$ cat src/rtl/alu_sequencer.sv
// rtl/alu_sequencer.sv - request/response sequencer driving an external combinational 8-bit ALU
//
// Accepts an ALU request over a valid/ready handshake. It holds the operands and opcode in
// registers, optionally feeds the ALU result back as operand A for extra iterations, and returns
// the final result over a valid/ready response handshake.
//
// Ports:
//   clk_i        clock, rising edge
//   rst_ni       asynchronous active-low reset
//   req_valid_i  request valid
//   req_ready_o  request ready (IDLE only)
//   req_a_i      operand A
//   req_b_i      operand B
//   req_op_i     ALU opcode
//   req_iter_i   extra iterations (0 = single evaluation)
//   alu_a_o      registered operand A to ALU
//   alu_b_o      registered operand B to ALU
//   alu_op_o     registered opcode to ALU
//   alu_res_i    combinational ALU result
//   rsp_valid_o  response valid (RESP only)
//   rsp_ready_i  response ready
//   rsp_data_o   final result
//   rsp_zero_o   rsp_data_o == 0, registered together with rsp_data_o
//   busy_o       state != IDLE
module alu_sequencer #(
    parameter int ITER_W = 3
) (
    input  logic              clk_i,
    input  logic              rst_ni,
    input  logic              req_valid_i,
    output logic              req_ready_o,
    input  logic [7:0]        req_a_i,
    input  logic [7:0]        req_b_i,
    input  logic [2:0]        req_op_i,
    input  logic [ITER_W-1:0] req_iter_i,
    output logic [7:0]        alu_a_o,
    output logic [7:0]        alu_b_o,
    output logic [2:0]        alu_op_o,
    input  logic [7:0]        alu_res_i,
    output logic              rsp_valid_o,
    input  logic              rsp_ready_i,
    output logic [7:0]        rsp_data_o,
    output logic              rsp_zero_o,
    output logic              busy_o
);

    typedef enum logic [1:0] {
        IDLE = 2'd0,
        EXEC = 2'd1,
        RESP = 2'd2
    } state_t;

    state_t            state;
    state_t            state_next;
    logic [ITER_W-1:0] remaining;
    logic              req_fire;
    logic              rsp_fire;
    logic              last_iter;

    // All handshake outputs decode from the state register only.
    assign req_ready_o = (state == IDLE);
    assign rsp_valid_o = (state == RESP);
    assign busy_o      = (state != IDLE);

    assign req_fire  = req_valid_i && (state == IDLE);
    assign rsp_fire  = rsp_ready_i && (state == RESP);
    assign last_iter = (remaining == '0);

    always_ff @(posedge clk_i or negedge rst_ni) begin
        if (!rst_ni) begin
            state <= IDLE;
        end else begin
            state <= state_next;
        end
    end

    always_comb begin
        state_next = state;
        case (state)
            IDLE: if (req_fire) state_next = EXEC;
            EXEC: if (last_iter) state_next = RESP;
            RESP: if (rsp_fire) state_next = IDLE;
            default: state_next = IDLE;
        endcase
    end

    // Operand, counter and response registers. Each one changes only on accept or capture,
    // so the last command's values remain visible after it completes.
    always_ff @(posedge clk_i or negedge rst_ni) begin
        if (!rst_ni) begin
            alu_a_o    <= 8'h00;
            alu_b_o    <= 8'h00;
            alu_op_o   <= 3'b000;
            remaining  <= '0;
            rsp_data_o <= 8'h00;
            rsp_zero_o <= 1'b0;
        end else begin
            if (req_fire) begin
                alu_a_o   <= req_a_i;
                alu_b_o   <= req_b_i;
                alu_op_o  <= req_op_i;
                remaining <= req_iter_i;
            end else if (state == EXEC) begin
                if (!last_iter) begin
                    // Feed the result back as A; B and the opcode stay put.
                    alu_a_o   <= alu_res_i;
                    remaining <= remaining - 1'b1;
                end else begin
                    rsp_data_o <= alu_res_i;
                    rsp_zero_o <= (alu_res_i == 8'h00);
                end
            end
        end
    end

endmodule

$ cat config.mk
export PLATFORM = sky130hd
export DESIGN_NAME = alu_sequencer
export DESIGN_NICKNAME = d
export VERILOG_FILES = /design/src/rtl/alu_sequencer.sv
export SDC_FILE = /design/constraint.sdc
export NUM_CORES = 1
export LEC_CHECK = 0
export CELL_PAD_IN_SITES_DETAIL_PLACEMENT = 1
export CELL_PAD_IN_SITES_GLOBAL_PLACEMENT = 2
export CORE_ASPECT_RATIO = 1.2
export CORE_UTILIZATION = 24
export DETAILED_ROUTE_END_ITERATION = 16
export GPL_TIMING_DRIVEN = 0
export PLACE_DENSITY_LB_ADDON = 0.1
export SLEW_MARGIN = 40
export SYNTH_ARGS = -nofsm -noshare
export SYNTH_HDL_FRONTEND = slang
export SYNTH_SLANG_ARGS = --single-unit
$ cat constraint.sdc
create_clock -name clk_i -period 1.95 [get_ports clk_i]
set_input_delay 0.4875 -clock clk_i [delete_from_list [all_inputs] [get_ports clk_i]]
set_output_delay 0.4875 -clock clk_i [all_outputs]
set_load 0.05 [all_outputs]
==> summary.md, run 1 <==
| Metric | Value |
|---|---|
| Status | complete, no violations |
| Vias in the first global route | ~1300 |
| Min-Delay Path Class | input port to asynchronous set/reset pin |
| # rows | 30 |
| Net Count, Synth | approximately 170 |
| CTS clk-pin slew, worst paths | around 60 ps |
| Reg-to-reg critical path startpoint | remaining[0] |
| H-Tree Depth | 2 |
| Crit start category | register |
| Post-CTS Setup Inserts | 0 |
| Peak supply drop | 0.706 mV |
| Final period utilization | a little over nine tenths |
| Minimum clock period after layout | approximately 1900 ps |
| Total wire length | 4150 um |
| DR vias | approximately 1200 |
| Port Buffers | 64 |
| DR vias/cell | approximately 4.4 |
| Pleak | approximately 1.3 nW |
| Setup CP Type | register to output pin |
| Routed Antenna Nets | 0 |
| CTS max path bufs | 2 |
| Die X | 73.0 um |
| Synth top area cells | dfrtp_1 57%, nand2_1 9.3%, a221o_1 6.2% |
| Post-route DRC | 0 |
| Core Box Area | around 0.0057 mm2 |
| Setup WS pre-CTS | -58.6 ps |
| Area grow syn2layout | 60.8% |
| Worst setup margin | slightly above 60 ps |
| Worst-path cell chain | nor2_2 -> clkdlybuf4s15_1 |
| PD cells | between 1500 and 2000 mW/mm2 |
| CP peak stage delay | 500 ps |
| Reg2Reg Setup Slack | ~200 ps |
| Worst reg2reg endpoint | rsp_data_o[2] |
| Distinct cells, synth | 27 |
| Data required, critical path | roughly 1500 ps |
| Fin nets | between 200 and 250 |
| DR WL/cell | 14.7 um |
| Seq/Total Area, Yosys | a little under three fifths |
| Hold_ws | between 100 and 150 ps |
| WP buf/inv | 1 |
| Die H | slightly below 90 um |
| Setup TNS | 0 ps |
| Synthesized flop and latch total | 33 |
| Initial antenna violation count | 0 |
| Max Fclk | ~0.53 GHz |
| CTS tree | built |
| Post-DP HPWL | approximately 3200 um |
| Pins Over Slew Limit | 0 |
| Starting density of the core | between 20% and 30% |
| Most frequent cells in the layout | 36 x nand2_1, 33 x dfrtp_1, 32 x clkdlybuf4s50_1 |
| Yosys warns | 0 |
| Slew margin rel. | around 64% |
| Clk_lat worst skew | 280 ps |
| Final hold violation count | 0 |
| RSZ-0062 raised after global routing | no |
| Clock sink total | 33 |
| Setup-failing EPs final | 0 |
| Crit path DAT | between 1000 and 1500 ps |
| Ports | 65 |
| DR pass1 iterations | 5 |
| CTS root buf | clkbuf_8 |
| Area share of the largest cell type after synthesis | 56.9% |
| CTS buffer count | 5 |
| Commonest non-fill, non-tap cell in the layout | nand2_1 |
| GR Util All Layers | ~14% |
| Largest net degree at the start of global routing | 18 |
| Overflow after GRT | 0 |
| Worst Path Max Fanout | 7 |
| Core Util, Final | 40.6% |
| First-pass GRT wire length | approximately 6700 um |
| Largest area contributor in the netlist | dfrtp_1 |
| Avg Inst Size Synth | 11.1 um2 |
| Die area | between 0.006 and 0.007 mm2 |
| Final clock skew | a little under 4 ps |
| Post-Syn Instances | 131 |
| Crit path max-delay family | buffers and inverters |
| Iter 0 DRT Violations | 33 |
| Layout cells sized above 1 | between 10% and 20% |
| Worst-Margin Slew | about 540 ps |
| Diode count | 0 |
| Worst R2R Path Depth | 5 |
| Setup crit end kind | output pin |
| Critical Path Slowest Stage Cell | clkdlybuf4s15_1 |
| Netlist Area Pre-Place | 0.00145 mm2 |
| Max cap viols | 0 |
| RePlAce Congestion | 0.748 |
==> where the power goes <==
| part | switching (W) | internal, W | leakage [nW] |
|---|---|---|---|
| clock | 0.000235 | 0.000280 | 0.0443 |
| sequential | 0.000211 | 0.00103 | 0.401 |
| combinational | 0.00179 | 0.000941 | 0.810 |
| total | 0.00224 | 0.00225 | 1.26 |
==> flip-flops by register name, summed over array words and instances, names as in the netlist <==
| register | flops |
|---|---|
| alu_a_o | 8 |
| alu_b_o | 8 |
| rsp_data_o | 8 |
| alu_op_o | 3 |
| remaining | 3 |
| state | 2 |
| rsp_zero_o | 1 |
==> cells in the mapped netlist <==
cell type	count
dfrtp_1	33
a211oi_1	1
a21o_1	1
buf_2	3
a221o_1	9
nor2b_1	2
nor2_1	1
o22ai_1	1
a21oi_1	1
o21ai_0	1
buf_4	3
nor4bb_1	1
nand3_1	1
nor4_1	3
nor3_1	1
inv_1	6
mux2_2	8
a22oi_1	1
nor3_2	1
nand2_1	36
nor2b_2	1
a21oi_4	1
or3b_1	1
ha_1	2
nand2b_1	2
nor3b_4	1
and3_1	9
==> worst max-delay path by stage <==
stage / slack, ps / depth (start not counted) / startpoint / end
after floorplan: 170 / 2 / state[0] / busy_o
after global placement: -350 / 1 / rst_ni / rsp_data_o[0]
after detailed placement: -60 / 2 / state[1] / rsp_valid_o
after CTS: 0.6 / 1 / rsp_data_o[0] / rsp_data_o[0]
after global routing: 2 / 2 / state[0] / req_ready_o
final: 60 / 2 / state[0] / req_ready_o
==> repair_timing <==
action                     CTS  global route
setup endpoints to repair   14            19
gates cloned                 0             0
gates resized for setup     16            19
hold buffers                 0             0
==> worst reg2reg max path: stages (launching register included) <==
cell	delay [ps]
dfrtp_1	400
inv_1	80
ha_1	240
nor4bb_1	320
buf_4	240
mux2_2	360
==> cell type report <==
class | count | area (um2)
clock buffer | 7 | 86.3
multi-input combinational | 86 | 568
inverter | 6 | 22.5
buffer | 6 | 37.5
timing repair buffer | 65 | 693
tap | 80 | 100
fill | 642 | 3410
sequential | 33 | 826
==> through the flow <==
step / power (W) / cells / area (um2)
after detailed placement: 0.00414 / 276 / 2220
after CTS: 0.00458 / 283 / 2290
after global placement: 0.00406 / 275 / 2190
after global routing: 0.00477 / 283 / 2330
final: 0.00449 / 283 / 2330
after floorplan: 0.00315 / 131 / 1450
==> cell families (layout without fill, tap and decap cells) <==
kind of cell | Yosys count | after routing | synth area share, %
adder cells (fa/ha/maj) | 2 | 2 | 1.72
flip-flops | 33 | 33 | 56.9
AND/OR/NAND/NOR | 60 | 60 | 21.0
AO/OA/AOI/OAI | 16 | 16 | 10.0
buffers and inverters | 12 | 84 | 4.14
multiplexers | 8 | 8 | 6.21
==> routing by layer <==
| metal | vias to the layer above | global-route usage [%] | part of all wire [%] |
|---|---|---|---|
| li1 | 596 | - | - |
| met1 | 599 | 16.9 | 43 |
| met2 | 46 | 24.0 | 50 |
| met3 | 7 | 4.51 | 6.0 |
| met4 | 0 | 4.81 | 1.4 |
| met5 | - | 0 | 0 |
Power figures use the tool's default switching activity.
==> run 2: changes to the inputs <==
--- a/config.mk
+++ b/config.mk
@@ -7,10 +7,10 @@
 export LEC_CHECK = 0
 export CELL_PAD_IN_SITES_DETAIL_PLACEMENT = 1
 export CELL_PAD_IN_SITES_GLOBAL_PLACEMENT = 2
-export CORE_ASPECT_RATIO = 1.2
 export CORE_UTILIZATION = 24
 export DETAILED_ROUTE_END_ITERATION = 16
 export GPL_TIMING_DRIVEN = 0
+export HOLD_SLACK_MARGIN = 0.1
 export PLACE_DENSITY_LB_ADDON = 0.1
 export SLEW_MARGIN = 40
 export SYNTH_ARGS = -nofsm -noshare
==> run 2 against run 1 <==
Effect of this change:
- via count increased by 0.88%
- routed wire length decreased by 0.27%
- largest power group unchanged
- clock power decreased by 0.8%
- combinational power about the same
- count of clock-buffer cells in the layout unchanged
- largest cell class unchanged
- flip-flop and latch count unchanged
==> summary.md, run 2 (synthesis gave the netlist of run 1 again) <==
| Metric | Value |
|---|---|
| Fin nets | around 240 |
| Min-Delay Path Class | input port to asynchronous set/reset pin |
| Final period utilization | a little over nine tenths |
| Port Buffers | 64 |
| Vias in the first global route | approximately 1400 |
| Post-DP HPWL | roughly 3200 um |
| CTS tree | built |
| GR Util All Layers | between 10% and 20% |
| Post-route DRC | 0 |
| Pins Over Slew Limit | 0 |
| Die H | between 70 and 80 um |
| Worst R2R Path Depth | 5 |
| Setup TNS | 0 ps |
| Final clock skew | 9.30 ps |
| DR pass1 iterations | 4 |
| DR vias/cell | between 4 and 5 |
| H-Tree Depth | 2 |
| Critical Path Slowest Stage Cell | dfrtp_1 |
| # rows | 27 |
| CTS clk-pin slew, worst paths | roughly 70 ps |
| Stages on worst setup path | 3 |
| DR vias | between 1000 and 1500 |
| RePlAce Congestion | 0.732 |
| Area grow syn2layout | 60.3% |
| Diode count | 0 |
| Die X | around 80 um |
| Overflow after GRT | 0 |
| Iter 0 DRT Violations | 32 |
| Starting density of the core | about 26% |
| First-pass GRT wire length | ~7000 um |
| CTS max path bufs | 2 |
| Layout cells sized above 1 | approximately 15% |
| Core Box Area | about 0.0057 mm2 |
| Initial antenna violation count | 0 |
| Placed Instances | 268 |
| Cell Count, Final, Fillers Out | ~280 |
| CP peak stage delay | 490 ps |
| Minimum clock period after layout | around 1900 ps |
| Largest net degree at the start of global routing | 20 |
| CTS root buf | clkbuf_8 |
| Setup crit end kind | output pin |
| Ports | 65 |
| Largest registers | alu_a_o (8), alu_b_o (8), rsp_data_o (8) |
| Crit start category | register |
| Hold_ws | around 120 ps |
| Worst setup margin | 88.8 ps |
| Slew margin rel. | 64.6% |
| Worst-path cell chain | nor2_2 -> inv_1 -> clkdlybuf4s15_1 |
| Clock sink total | 33 |
| Worst Path Max Fanout | 7 |
| Clk_lat worst skew | roughly 280 ps |
| Max Fclk | around 0.54 GHz |
| DR WL/cell | ~15 um |
| Most frequent cells in the layout | 36 x nand2_1, 32 x dfrtp_1, 32 x clkdlybuf4s50_1 |
| Setup-failing EPs final | 0 |
| CTS buffer count | 5 |
| Max cap viols | 0 |
| Core Util, Final | about two fifths |
| Pleak | around 1.3 nW |
| Post-CTS Setup Inserts | 0 |
| Worst-Margin Slew | around 530 ps |
| Routed Antenna Nets | 0 |
| Setup CP Type | register to output pin |
| RSZ-0062 raised after global routing | no |
| Commonest non-fill, non-tap cell in the layout | nand2_1 |
| Die area | 0.00636 mm2 |
| Final hold violation count | 0 |
| Data required, critical path | roughly 1500 ps |
| Setup WS pre-CTS | -64.8 ps |
| Status | complete, no violations |
| Total wire length | 4140 um |
| Crit path DAT | between 1000 and 1500 ps |
| Crit path max-delay family | buffers and inverters |
| PD cells | 1930 mW/mm2 |
| WP buf/inv | 2 |
| Peak supply drop | about 0.74 mV |
-- run 2: final timing paths --
kind | from | endpoint | slack, ps
min | rst_ni | rsp_data_o[4] | 120
max | state[0] | busy_o | 90
min in group clk_i | alu_op_o[0] | alu_op_o[0] | 470
min reg2reg | alu_op_o[0] | alu_op_o[0] | 470
max reg2reg | remaining[0] | rsp_data_o[5] | 230
max in group asynchronous | rst_ni | alu_a_o[2] | 1400
-- run 2: where the power goes --
group	switching [W]	internal, W
clock network	0.000231	0.000280
registers	0.000216	0.00103
logic	0.00179	0.000945
-- run 2: repair_timing --
item,in CTS,in global routing
endpoints found under the hold margin,0,0
gates resized for setup,14,23
hold buffers,0,0
setup endpoints to repair,12,22
-- run 2: cell type report --
type | count | area (um2)
multi-input cells | 86 | 568
repair buffers | 65 | 696
clock buffers | 7 | 86.3
well taps | 72 | 90.1
flip-flops and latches | 33 | 827
inverters | 6 | 22.5
fillers | 633 | 3350
plain buffers | 6 | 37.5
-- run 2: routing by layer --
layer  vias up  track usage [%]  wire (um)
met5         -                0          0
met4         0             4.29         40
met3         6             5.03        262
met2        41             24.4       2060
met1       616             17.2       1780
li1        596                -          -
-- run 2: stage by stage --
stage               power [W]  area, um2
floorplan             0.00315       1450
global placement      0.00406       2180
detailed placement    0.00414       2210
CTS                   0.00459       2280
global route          0.00477       2330
finish                0.00449       2330
==> run 3: changes to the inputs <==
--- a/config.mk
+++ b/config.mk
@@ -7,7 +7,7 @@
 export LEC_CHECK = 0
 export CELL_PAD_IN_SITES_DETAIL_PLACEMENT = 1
 export CELL_PAD_IN_SITES_GLOBAL_PLACEMENT = 2
-export CORE_UTILIZATION = 24
+export CORE_UTILIZATION = 26
 export DETAILED_ROUTE_END_ITERATION = 16
 export GPL_TIMING_DRIVEN = 0
 export HOLD_SLACK_MARGIN = 0.1
==> constraint.sdc (replaced) <==
create_clock -name clk_i -period 2.35 [get_ports clk_i]
set_input_delay 0.5875 -clock clk_i [delete_from_list [all_inputs] [get_ports clk_i]]
set_output_delay 0.5875 -clock clk_i [all_outputs]
set_load 0.05 [all_outputs]
==> run 3 against run 2 <==
Effect of this change:
- design area fell by 0.54%
- final cell count down 0.36%
- largest cell class unchanged
- largest power group unchanged
- critical endpoint is now rsp_valid_o
- highest routed layer unchanged
- global-route usage up 1.8 points
- die area shrank 7.5%
- setup slack improved by 95 ps
- core utilization is 3.2 points higher
==> summary.md, run 3 (synthesis gave the netlist of run 1 again) <==
| Metric | Value |
|---|---|
| Status | complete, no violations |
| Port Buffers | 64 |
| Max Fclk | between 0.4 and 0.5 GHz |
| Setup CP Type | register to output pin |
| Max cap viols | 0 |
| Ports | 65 |
| Core Box Area | ~0.0052 mm2 |
| GR Util All Layers | 16.2% |
| Initial antenna violation count | 0 |
| Crit path max-delay family | buffers and inverters |
| Post-DP HPWL | 3200 um |
| Most frequent cells in the layout | 60 x clkdlybuf4s50_1, 36 x nand2_1, 33 x dfrtp_1 |
| CP peak stage delay | approximately 550 ps |
| Comb power frac | between 50% and 60% |
| Largest registers | alu_a_o (8), alu_b_o (8), rsp_data_o (8) |
| Pleak | between 1 and 1.5 nW |
| CTS max path bufs | 2 |
| Clock share of power | approximately 14% |
| Setup-failing EPs final | 0 |
| Data required, critical path | between 1500 and 2000 ps |
| Clock sink total | 33 |
| Die H | ~77 um |
| CTS clk-pin slew, worst paths | roughly 70 ps |
| Hold_ws | 210 ps |
| Commonest non-fill, non-tap cell in the layout | clkdlybuf4s50_1 |
| RePlAce Congestion | about 0.7 |
| DR pass1 iterations | 4 |
| Min-Delay Path Class | input port to asynchronous set/reset pin |
| Worst-path cell chain | nor2b_1 -> dlygate4sd2_1 |
| Largest net degree at the start of global routing | 21 |
| Sw Share | 47.7% |
| Fin nets | 239 |
| DR vias/cell | ~4.6 |
| PD cells | 1700 mW/mm2 |
| Final period utilization | 92.2% |
| Clk_lat worst skew | between 200 and 300 ps |
| Critical Path Slowest Stage Cell | dlygate4sd2_1 |
| Peak supply drop | between 0.6 and 0.7 mV |
| Pins Over Slew Limit | 0 |
| Final clock skew | between 7 and 8 ps |
| P_sw | 0.00188 W |
| Starting density of the core | 27.7% |
| Diode count | 0 |
| CTS tree | built |
| Setup crit end kind | output pin |
| First-pass GRT wire length | around 7300 um |
| Total wire length | 4210 um |
| Iter 0 DRT Violations | 36 |
| Area grow syn2layout | 59.5% |
| Final hold violation count | 0 |
| Worst-Margin Slew | 522 ps |
| Worst Path Max Fanout | 7 |
| Post-CTS Setup Inserts | 0 |
| # rows | 26 |
| Vias in the first global route | roughly 1500 |
| Overflow after GRT | 0 |
| Internal power | around 0.0021 W |
| Flop pwr share | 26.5% |
| Layout cells sized above 1 | 13.2% |
| Minimum clock period after layout | approximately 2200 ps |
| Post-route DRC | 0 |
| Post-CTS Resized | 3 |
| Crit start category | register |
| Cell Count, Final, Fillers Out | about 270 |
| Crit path DAT | 1580 ps |
| Hold_buf cts | 0 |
| Routed Antenna Nets | 0 |
| Die area | between 0.005 and 0.006 mm2 |
| RSZ-0062 raised after global routing | no |
| H-Tree Depth | 2 |
| Placed Instances | 266 |
| DR WL/cell | about 15 um |
| DR vias | between 1000 and 1500 |
| WP buf/inv | 1 |
| Slew margin rel. | 65.1% |
| CTS root buf | clkbuf_8 |
| Die X | ~77 um |
| Setup TNS | 0 ps |
| CTS buffer count | 5 |
| # fillers | 585 |
-- run 3: worst paths after layout --
kind | startpoint | end | cells past startpoint | slack, ps
worst max-delay path | state[1] | rsp_valid_o | 2 | 180
worst min-delay path | rst_ni | state[1] | 1 | 210
worst max register to register | remaining[0] | rsp_data_o[3] | 5 | 590
worst min register to register | alu_op_o[0] | alu_op_o[0] | 2 | 480
max in group asynchronous | rst_ni | rsp_data_o[0] | 2 | 1710
min in group clk_i | alu_op_o[0] | alu_op_o[0] | 2 | 480
-- run 3: through the flow --
stage | cell area, um2 | setup WS (ps) | total power (W) | util (%)
2_1_floorplan | 1450 | 164 | 0.00261 | -
3_3_place_gp | 2180 | -32.2 | 0.00337 | 41.6
3_5_place_dp | 2200 | 222 | 0.00343 | 42.0
4_1_cts | 2310 | 162 | 0.00400 | 44.2
5_1_grt | 2310 | 99.5 | 0.00418 | 44.2
6_report | 2310 | 184 | 0.00393 | 44.2
-- run 3: cell type report --
cell class | instances | area, um2 | area share, %
sequential | 33 | 826 | 35.7
inverter | 6 | 22.5 | 0.973
timing repair buffer | 65 | 659 | 28.5
multi-input combinational | 86 | 566 | 24.4
buffer | 6 | 37.5 | 1.62
clock inverter | 1 | 30.0 | 1.30
clock buffer | 7 | 86.3 | 3.73
tap | 70 | 87.6 | 3.78
-- run 3: worst reg2reg max path: stages (launching register included) --
cell and delay [ps]:
dfrtp_1 400, inv_1 80, ha_1 240, nor4bb_1 320, buf_4 250, mux2_2 360
-- run 3: power by group through the flow --
stage | clock, W | combinational [W] | sequential, W
floorplan | 0 | 0.000754 | 0.00186
global placement | 0 | 0.00233 | 0.00103
detailed placement | 0 | 0.00238 | 0.00105
CTS | 0.000579 | 0.00237 | 0.00105
global route | 0.000605 | 0.00249 | 0.00109
finish | 0.000553 | 0.00233 | 0.00104
-- run 3: metal layers --
layer / up-vias / wire, um / global-route usage (%)
li1: 601 / - / -
met1: 626 / 1720 / 19.1
met2: 36 / 2180 / 27.1
met3: 7 / 249 / 5.48
met4: 0 / 59 / 6.35
met5: - / 0 / 0
